$ cat src/rtl/mem_ctrl_if.sv
// Request/RAM bus bundle between the IF/MEM stages, the arbiter and the byte-wide RAM.
`ifndef STALL
`define STALL 2'b11
`endif
`ifndef NOSTALL
`define NOSTALL 2'b00
`endif

interface mem_ctrl_if #(
  parameter int ADDR_W  = 32,
  parameter int STALL_W = 2
);
  logic               re_IF_i;
  logic [ADDR_W-1:0]  addr_IF_i;
  logic [STALL_W-1:0] stl_IF_o;
  logic               re_MEM_i;
  logic               we_MEM_i;
  logic [ADDR_W-1:0]  addr_MEM_i;
  logic [7:0]         wdata_MEM_i;
  logic [STALL_W-1:0] stl_MEM_o;
  logic [ADDR_W-1:0]  mem_a_o;
  logic               mem_wr_o;
  logic [7:0]         mem_dout_o;
  logic [7:0]         mem_din_i;

  modport slave (
    input  re_IF_i, addr_IF_i, re_MEM_i, we_MEM_i, addr_MEM_i, wdata_MEM_i, mem_din_i,
    output stl_IF_o, stl_MEM_o, mem_a_o, mem_wr_o, mem_dout_o
  );

  modport master (
    output re_IF_i, addr_IF_i, re_MEM_i, we_MEM_i, addr_MEM_i, wdata_MEM_i, mem_din_i,
    input  stl_IF_o, stl_MEM_o, mem_a_o, mem_wr_o, mem_dout_o
  );
endinterface

$ cat src/rtl/mem_ctrl.sv
// Single-port RAM arbiter between IF and MEM: grants the byte bus to one stage and stalls the other.
module mem_ctrl #(
  parameter int ADDR_W  = 32,
  parameter int STALL_W = 2
) (
  input  logic        clk,
  input  logic        rst,
  input  logic        rdy_in,
  mem_ctrl_if.slave   bus
);
  localparam logic [1:0] IDLE     = 2'd0;
  localparam logic [1:0] OWN_IF   = 2'd1;
  localparam logic [1:0] OWN_MEM  = 2'd2;
  localparam logic [1:0] HANDOVER = 2'd3;

  localparam logic [STALL_W-1:0] STL   = STALL_W'(`STALL);
  localparam logic [STALL_W-1:0] NOSTL = STALL_W'(`NOSTALL);

  logic [1:0]        r_own;
  logic [1:0]        w_own_nxt;
  logic              r_from_mem;
  logic              w_from_mem_nxt;
  logic [ADDR_W-1:0] r_last_a;
  logic [ADDR_W-1:0] w_a;
  logic              w_wr;
  logic [7:0]        w_dout;
  logic              w_req_if;
  logic              w_req_mem;
  logic              w_unused_din;

  assign w_req_if     = bus.re_IF_i;
  assign w_req_mem    = bus.re_MEM_i | bus.we_MEM_i;
  assign w_unused_din = ^bus.mem_din_i;

  // r_from_mem remembers who released the bus so HANDOVER can demote that stage once.
  always_comb begin
    w_own_nxt      = r_own;
    w_from_mem_nxt = r_from_mem;
    case (r_own)
      IDLE: begin
        if (w_req_mem)     w_own_nxt = OWN_MEM;
        else if (w_req_if) w_own_nxt = OWN_IF;
      end
      OWN_IF: begin
        if (!w_req_if) begin
          w_own_nxt      = w_req_mem ? HANDOVER : IDLE;
          w_from_mem_nxt = 1'b0;
        end
      end
      OWN_MEM: begin
        if (!w_req_mem) begin
          w_own_nxt      = w_req_if ? HANDOVER : IDLE;
          w_from_mem_nxt = 1'b1;
        end
      end
      default: begin
        if (r_from_mem) begin
          if (w_req_if)       w_own_nxt = OWN_IF;
          else if (w_req_mem) w_own_nxt = OWN_MEM;
          else                w_own_nxt = IDLE;
        end else begin
          if (w_req_mem)      w_own_nxt = OWN_MEM;
          else if (w_req_if)  w_own_nxt = OWN_IF;
          else                w_own_nxt = IDLE;
        end
      end
    endcase
  end

  always_ff @(posedge clk) begin
    if (rst) begin
      r_own      <= IDLE;
      r_from_mem <= 1'b0;
      r_last_a   <= '0;
    end else if (rdy_in) begin
      r_own      <= w_own_nxt;
      r_from_mem <= w_from_mem_nxt;
      r_last_a   <= w_a;
    end
  end

  always_comb begin
    w_a    = '0;
    w_wr   = 1'b0;
    w_dout = '0;
    case (r_own)
      OWN_IF:  w_a = bus.addr_IF_i;
      OWN_MEM: begin
        w_a    = bus.addr_MEM_i;
        w_wr   = bus.we_MEM_i;
        w_dout = bus.we_MEM_i ? bus.wdata_MEM_i : 8'h00;
      end
      default: ;
    endcase
  end

  // Reset forcing wins over the rdy_in freeze; a frozen bus replays the last driven address.
  always_comb begin
    bus.mem_a_o    = '0;
    bus.mem_wr_o   = 1'b0;
    bus.mem_dout_o = '0;
    bus.stl_IF_o   = NOSTL;
    bus.stl_MEM_o  = NOSTL;
    if (!rst) begin
      if (!rdy_in) begin
        bus.mem_a_o   = r_last_a;
        bus.stl_IF_o  = STL;
        bus.stl_MEM_o = STL;
      end else begin
        bus.mem_a_o    = w_a;
        bus.mem_wr_o   = w_wr;
        bus.mem_dout_o = w_dout;
        bus.stl_IF_o   = (w_req_if  && r_own != OWN_IF)  ? STL : NOSTL;
        bus.stl_MEM_o  = (w_req_mem && r_own != OWN_MEM) ? STL : NOSTL;
      end
    end
  end
endmodule

$ cat src/flat_wrapper.sv
// flat-port wrapper written by rule: the top's interface ports become plain ports
module mem_ctrl_flat 
#(
  parameter int ADDR_W  = 32,
  parameter int STALL_W = 2
)
  (clk, rst, rdy_in, bus_re_IF_i, bus_addr_IF_i, bus_re_MEM_i, bus_we_MEM_i, bus_addr_MEM_i, bus_wdata_MEM_i, bus_mem_din_i, bus_stl_IF_o, bus_stl_MEM_o, bus_mem_a_o, bus_mem_wr_o, bus_mem_dout_o);
  mem_ctrl_if #(.ADDR_W(ADDR_W), .STALL_W(STALL_W)) bus_i ();
  input  logic clk;
  input  logic rst;
  input  logic rdy_in;
  input wire logic [$bits(bus_i.re_IF_i)-1:0] bus_re_IF_i;
  input wire logic [$bits(bus_i.addr_IF_i)-1:0] bus_addr_IF_i;
  input wire logic [$bits(bus_i.re_MEM_i)-1:0] bus_re_MEM_i;
  input wire logic [$bits(bus_i.we_MEM_i)-1:0] bus_we_MEM_i;
  input wire logic [$bits(bus_i.addr_MEM_i)-1:0] bus_addr_MEM_i;
  input wire logic [$bits(bus_i.wdata_MEM_i)-1:0] bus_wdata_MEM_i;
  input wire logic [$bits(bus_i.mem_din_i)-1:0] bus_mem_din_i;
  output wire logic [$bits(bus_i.stl_IF_o)-1:0] bus_stl_IF_o;
  output wire logic [$bits(bus_i.stl_MEM_o)-1:0] bus_stl_MEM_o;
  output wire logic [$bits(bus_i.mem_a_o)-1:0] bus_mem_a_o;
  output wire logic [$bits(bus_i.mem_wr_o)-1:0] bus_mem_wr_o;
  output wire logic [$bits(bus_i.mem_dout_o)-1:0] bus_mem_dout_o;
  assign bus_i.re_IF_i = bus_re_IF_i;
  assign bus_i.addr_IF_i = bus_addr_IF_i;
  assign bus_i.re_MEM_i = bus_re_MEM_i;
  assign bus_i.we_MEM_i = bus_we_MEM_i;
  assign bus_i.addr_MEM_i = bus_addr_MEM_i;
  assign bus_i.wdata_MEM_i = bus_wdata_MEM_i;
  assign bus_i.mem_din_i = bus_mem_din_i;
  assign bus_stl_IF_o = bus_i.stl_IF_o;
  assign bus_stl_MEM_o = bus_i.stl_MEM_o;
  assign bus_mem_a_o = bus_i.mem_a_o;
  assign bus_mem_wr_o = bus_i.mem_wr_o;
  assign bus_mem_dout_o = bus_i.mem_dout_o;
  mem_ctrl #(.ADDR_W(ADDR_W), .STALL_W(STALL_W)) u_core (.clk(clk), .rst(rst), .rdy_in(rdy_in), .bus(bus_i));
endmodule
$ cat config.mk
export PLATFORM = sky130hd
export DESIGN_NAME = mem_ctrl_flat
export DESIGN_NICKNAME = d
export VERILOG_FILES = /design/src/rtl/mem_ctrl_if.sv /design/src/rtl/mem_ctrl.sv /design/src/flat_wrapper.sv
export SDC_FILE = /design/constraint.sdc
export NUM_CORES = 1
export LEC_CHECK = 0
export CORE_ASPECT_RATIO = 1.25
export CORE_MARGIN = 10
export CORE_UTILIZATION = 38
export CTS_CLUSTER_SIZE = 10
export DETAILED_ROUTE_END_ITERATION = 16
export PLACE_DENSITY_LB_ADDON = 0.25
export SLEW_MARGIN = 0
export SYNTH_ARGS = -nofsm -noshare
export SYNTH_HDL_FRONTEND = slang
export SYNTH_SLANG_ARGS = --single-unit
$ cat constraint.sdc
create_clock -name clk -period 3.65 [get_ports clk]
set_input_delay 0.9125 -clock clk [delete_from_list [all_inputs] [get_ports clk]]
set_output_delay 0.9125 -clock clk [all_outputs]
set_load 0.005 [all_outputs]
### Yosys cells after proc, flatten, opt, wreduce, memory -nomap -nowiden

Cells that the tools add are included.

* register bits: 35
* output and inout port bits: 45
* input port bits: 86
* word-level logic and storage cells: 48

* equality and inequality tests: 7
* mux-type cells: 31
* bitwise logic cells: 1
* reductions and logical operators: 6

Operators by type and width (number)
* $mux W32: 2
* $pmux W32 S2: 1
* $mux W2: 16
* $mux W8: 4
* $reduce_and A4 Y1: 2
* $mux W1: 6
* $ne A2 B2 Y1 const B: 3
* $pmux W2 S3: 1
* $ne A3 B2 Y1 const B: 1
* $eq A2 B1 Y1 const B: 1
* $eq A2 B2 Y1 const B: 1
* $logic_and A1 B1 Y1: 2
* $logic_not A2 Y1: 1
* $ne A2 B1 Y1 const B: 1
* $pmux W1 S2: 1
* $reduce_bool A2 Y1: 1
* $or A1 B1 Y1: 1

### Longest topological paths before layout

* word-level depth: 5
* depth in mapped cells: 7
* mapped depth without buffers: 5

### Worst setup path after synthesis

OpenSTA, ideal clock, no wires.

* path type: input-to-output
* start: in rdy_in
* end: out bus_stl_MEM_o[1]
* slack: 0.947 ns
* buffers on the path: 3
* cell stages on the path: 5
* required time: 2.738 ns
* arrival time: 1.791 ns
* cell sequence: buf_1 -> clkbuf_1 -> o21a_1 -> nor2_1 -> buf_4

* longest elaborated chain between the ends: 2

RTL lines
* start, declared: line flat_wrapper.sv:11 `input logic rdy_in;`
* $mux W2: line mem_ctrl.sv:105 `if (!rdy_in) begin`
* $mux W2: line mem_ctrl.sv:104 `if (!rst) begin`
* end, declared: line flat_wrapper.sv:20 `output wire logic [$bits(bus_i.stl_MEM_o)-1:0] bus_stl_MEM_o;`

No other way between the ends.

### Final worst setup path

* start: in rdy_in
* end: out bus_mem_a_o[22]

* longest elaborated chain between the ends: 2

RTL lines
* $mux W32
* $mux W32: line mem_ctrl.sv:104
* end, declared: line flat_wrapper.sv:21 `output wire logic [$bits(bus_i.mem_a_o)-1:0] bus_mem_a_o;`

No other way between the ends.

==> metrics.cfg <==
[critical_path]
criticalPathCategory=in -> out
crit_start=rdy_in
worstRegToRegCells=6
required_ns=2.74
worstPathMaxFanout=13
critical_path.endpoint=bus_mem_a_o[22]
timing.rr.end=u_core.r_own[1]
r2r-start=u_core.r_own[1]
end_kind=output pin
rrSetupSlack_ns=1.72
crit_path_start_kind=input pin
arrival_ns=2.60

[sta]
finClkSkew_ns=0.00684
relSlewSlack=0.707
rsz0062_at_grt=false
final-setup-viol-count=0
period_needed_ns=3.52
slew_viol_final=0
fin_setup_tns_ns=0
period_share=0.963
max_freq_mhz=284
worstMarginPinSlew_ns=0.435
hold_violations=0
whs_ns=0.537

[floorplanning]
die_w_um=82.9
std_cell_rows=28
die_h_um=98.6
io-pin-count=131
core-area_um2=4760
dieArea_um2=8180
initial_core_util=0.394

[place]
port_buffers=122
place_congestion=0.781
hpwlAfterDp_mm=5.07

[clock_network]
post_cts_buffers=0
clk_latency_ns=0.29
root_buffer=clkbuf_8
clockBufferDepth=2
cts.clk_slew.worst_paths_ns=0.06
cts_buffers=5
cts-resized-gates=0
htree_levels=2
tritoncts=yes
clkSinkCount=35
holdBufCountCts=0

[route]
wire_per_inst_um=15.8
wl_met1_mm=2.66
wl_mm=6.44
antenna_left=0
vias=2037
drt-pass1-iter-count=4
drt_iter0_markers=158
drc=0
routed_via_density=4.98
top_layer=met4
wl_met2_mm=3.28
wl_met3_um=416

[synth]
syn_avg_cell_area_um2=8.17
yosysUniqueCellTypes=28
yosys_register_bits=35
ys_warn_count=0
synth.top_cell.area_share=0.373
yosys.area.top_type=dfxtp_1
synth-edff-count=0
synth_cells=230
synth_area_um2=1880
synthesis.nets=321
synthFlopType=dfxtp_1
synthTopCellsByArea=dfxtp_1, a22o_1, nor2b_1
seq_area_frac_synth=0.373
synth-async-reset-ratio=0
synthTopCellsByCount=a21oi_1, dfxtp_1, nor2_1

[flow_run]
drv_cap=0

[power_and_ir_drop]
swShare=0.273
leakagePower_uw=0.00124
combPwrFrac=0.304
p_clk_frac=0.282
switchingPower_uw=262
ir_worst_vdd_uv=266
cellInternalPower_uw=700
seqPwrFrac=0.413
p_per_area_nw_per_um2=295

[final_layout]
finish.net_count=439
nFillCells=426
syn2layout_area_growth_pct=73.8
final_layout_size_suffix_gt1_frac=0.0630
diodes=0

[status]
status=finished clean

[grt]
antenna_found_initial=0
grt_start_max_net_pins=29
grt_pass1_wl_mm=10.5
grt_overflow=0
grt_use_total=0.152
grt_pass1_vias=2148

[hold_path]
hp-class=reg -> reg

-- registers in the layout, summed over array words and instances, names as in the netlist --
register           cells
u_core.r_last_a       32
u_core.r_from_mem      1
u_core.r_own           2
-- cells in the final DEF (no fill, tap or decap), types with 3 or more instances in the layout --
master | synthesis | routed
ha_1 | 5 | 5
nor2_1 | 34 | 34
a21oi_1 | 35 | 35
nand2_1 | 3 | 3
a22o_1 | 32 | 32
clkdlybuf4s50_1 | 0 | 122
buf_4 | 2 | 10
dfxtp_1 | 35 | 35
clkbuf_8 | 0 | 5
inv_1 | 4 | 4
and2_1 | 9 | 9
nor2b_1 | 32 | 32
-- power by group through the flow --
| stage | Clock (uW) | Sequential (uW) | Combinational (uW) |
|---|---|---|---|
| after global routing | 298 | 399 | 321 |
| after floorplan | 0 | 405 | 141 |
| final | 272 | 398 | 293 |
| after detailed placement | 0 | 407 | 294 |
| after CTS | 279 | 398 | 296 |
| after global placement | 0 | 406 | 291 |
-- critical path: stages --
cell,delay (ns)
clkdlybuf4s50_1,0.53
and2_1,0.20
buf_4,0.21
a21oi_1,0.09
nor2_1,0.13
clkdlybuf4s50_1,0.55
-- how the worst min path moves through the flow --
stage	startpoint	end	slack (ns)	depth (start not counted)
2_1_floorplan	u_core.r_from_mem	u_core.r_from_mem	0.50	2
3_3_place_gp	u_core.r_from_mem	u_core.r_from_mem	0.52	2
3_5_place_dp	u_core.r_from_mem	u_core.r_from_mem	0.53	2
4_1_cts	u_core.r_from_mem	u_core.r_from_mem	0.54	2
5_1_grt	u_core.r_from_mem	u_core.r_from_mem	0.56	2
6_report	u_core.r_from_mem	u_core.r_from_mem	0.54	2
-- routing by layer --
metal	global-route usage	vias to the layer above
met2	0.270	78
met4	0.0564	0
met5	0	-
li1	-	1034
met3	0.0511	5
met1	0.163	920
-- through the flow --
stage | std cells | util | setup slack (ns) | power, uW | cell area [um2]
after floorplan | 230 | - | 0.947 | 546 | 1880
after global placement | 401 | 0.668 | 0.146 | 697 | 3180
after detailed placement | 401 | 0.668 | 0.121 | 701 | 3180
after CTS | 409 | 0.685 | 0.114 | 973 | 3270
after global routing | 409 | 0.685 | 0.00356 | 1020 | 3270
final | 409 | 0.685 | 0.134 | 962 | 3270
-- logic make-up (layout without fill, tap and decap cells) --
kind of cell	Yosys count	in the layout	synth area share
AO/OA/AOI/OAI	78	78	0.289
adder cells (fa/ha/maj)	5	5	0.0333
buffers and inverters	26	145	0.0559
flip-flops	35	35	0.373
AND/OR/NAND/NOR	86	86	0.249
-- cell type report --
class | instances | area [um2] | share of cell area
multi-input combinational | 169 | 1070 | 0.329
timing repair buffer | 133 | 1320 | 0.403
sequential | 35 | 701 | 0.215
clock buffer | 6 | 72.6 | 0.0222
tap | 60 | 75.1 | 0.0230
clock inverter | 2 | 12.5 | 0.00383
inverter | 4 | 15.0 | 0.00460
Note: power is estimated with default switching activity, not from simulation.
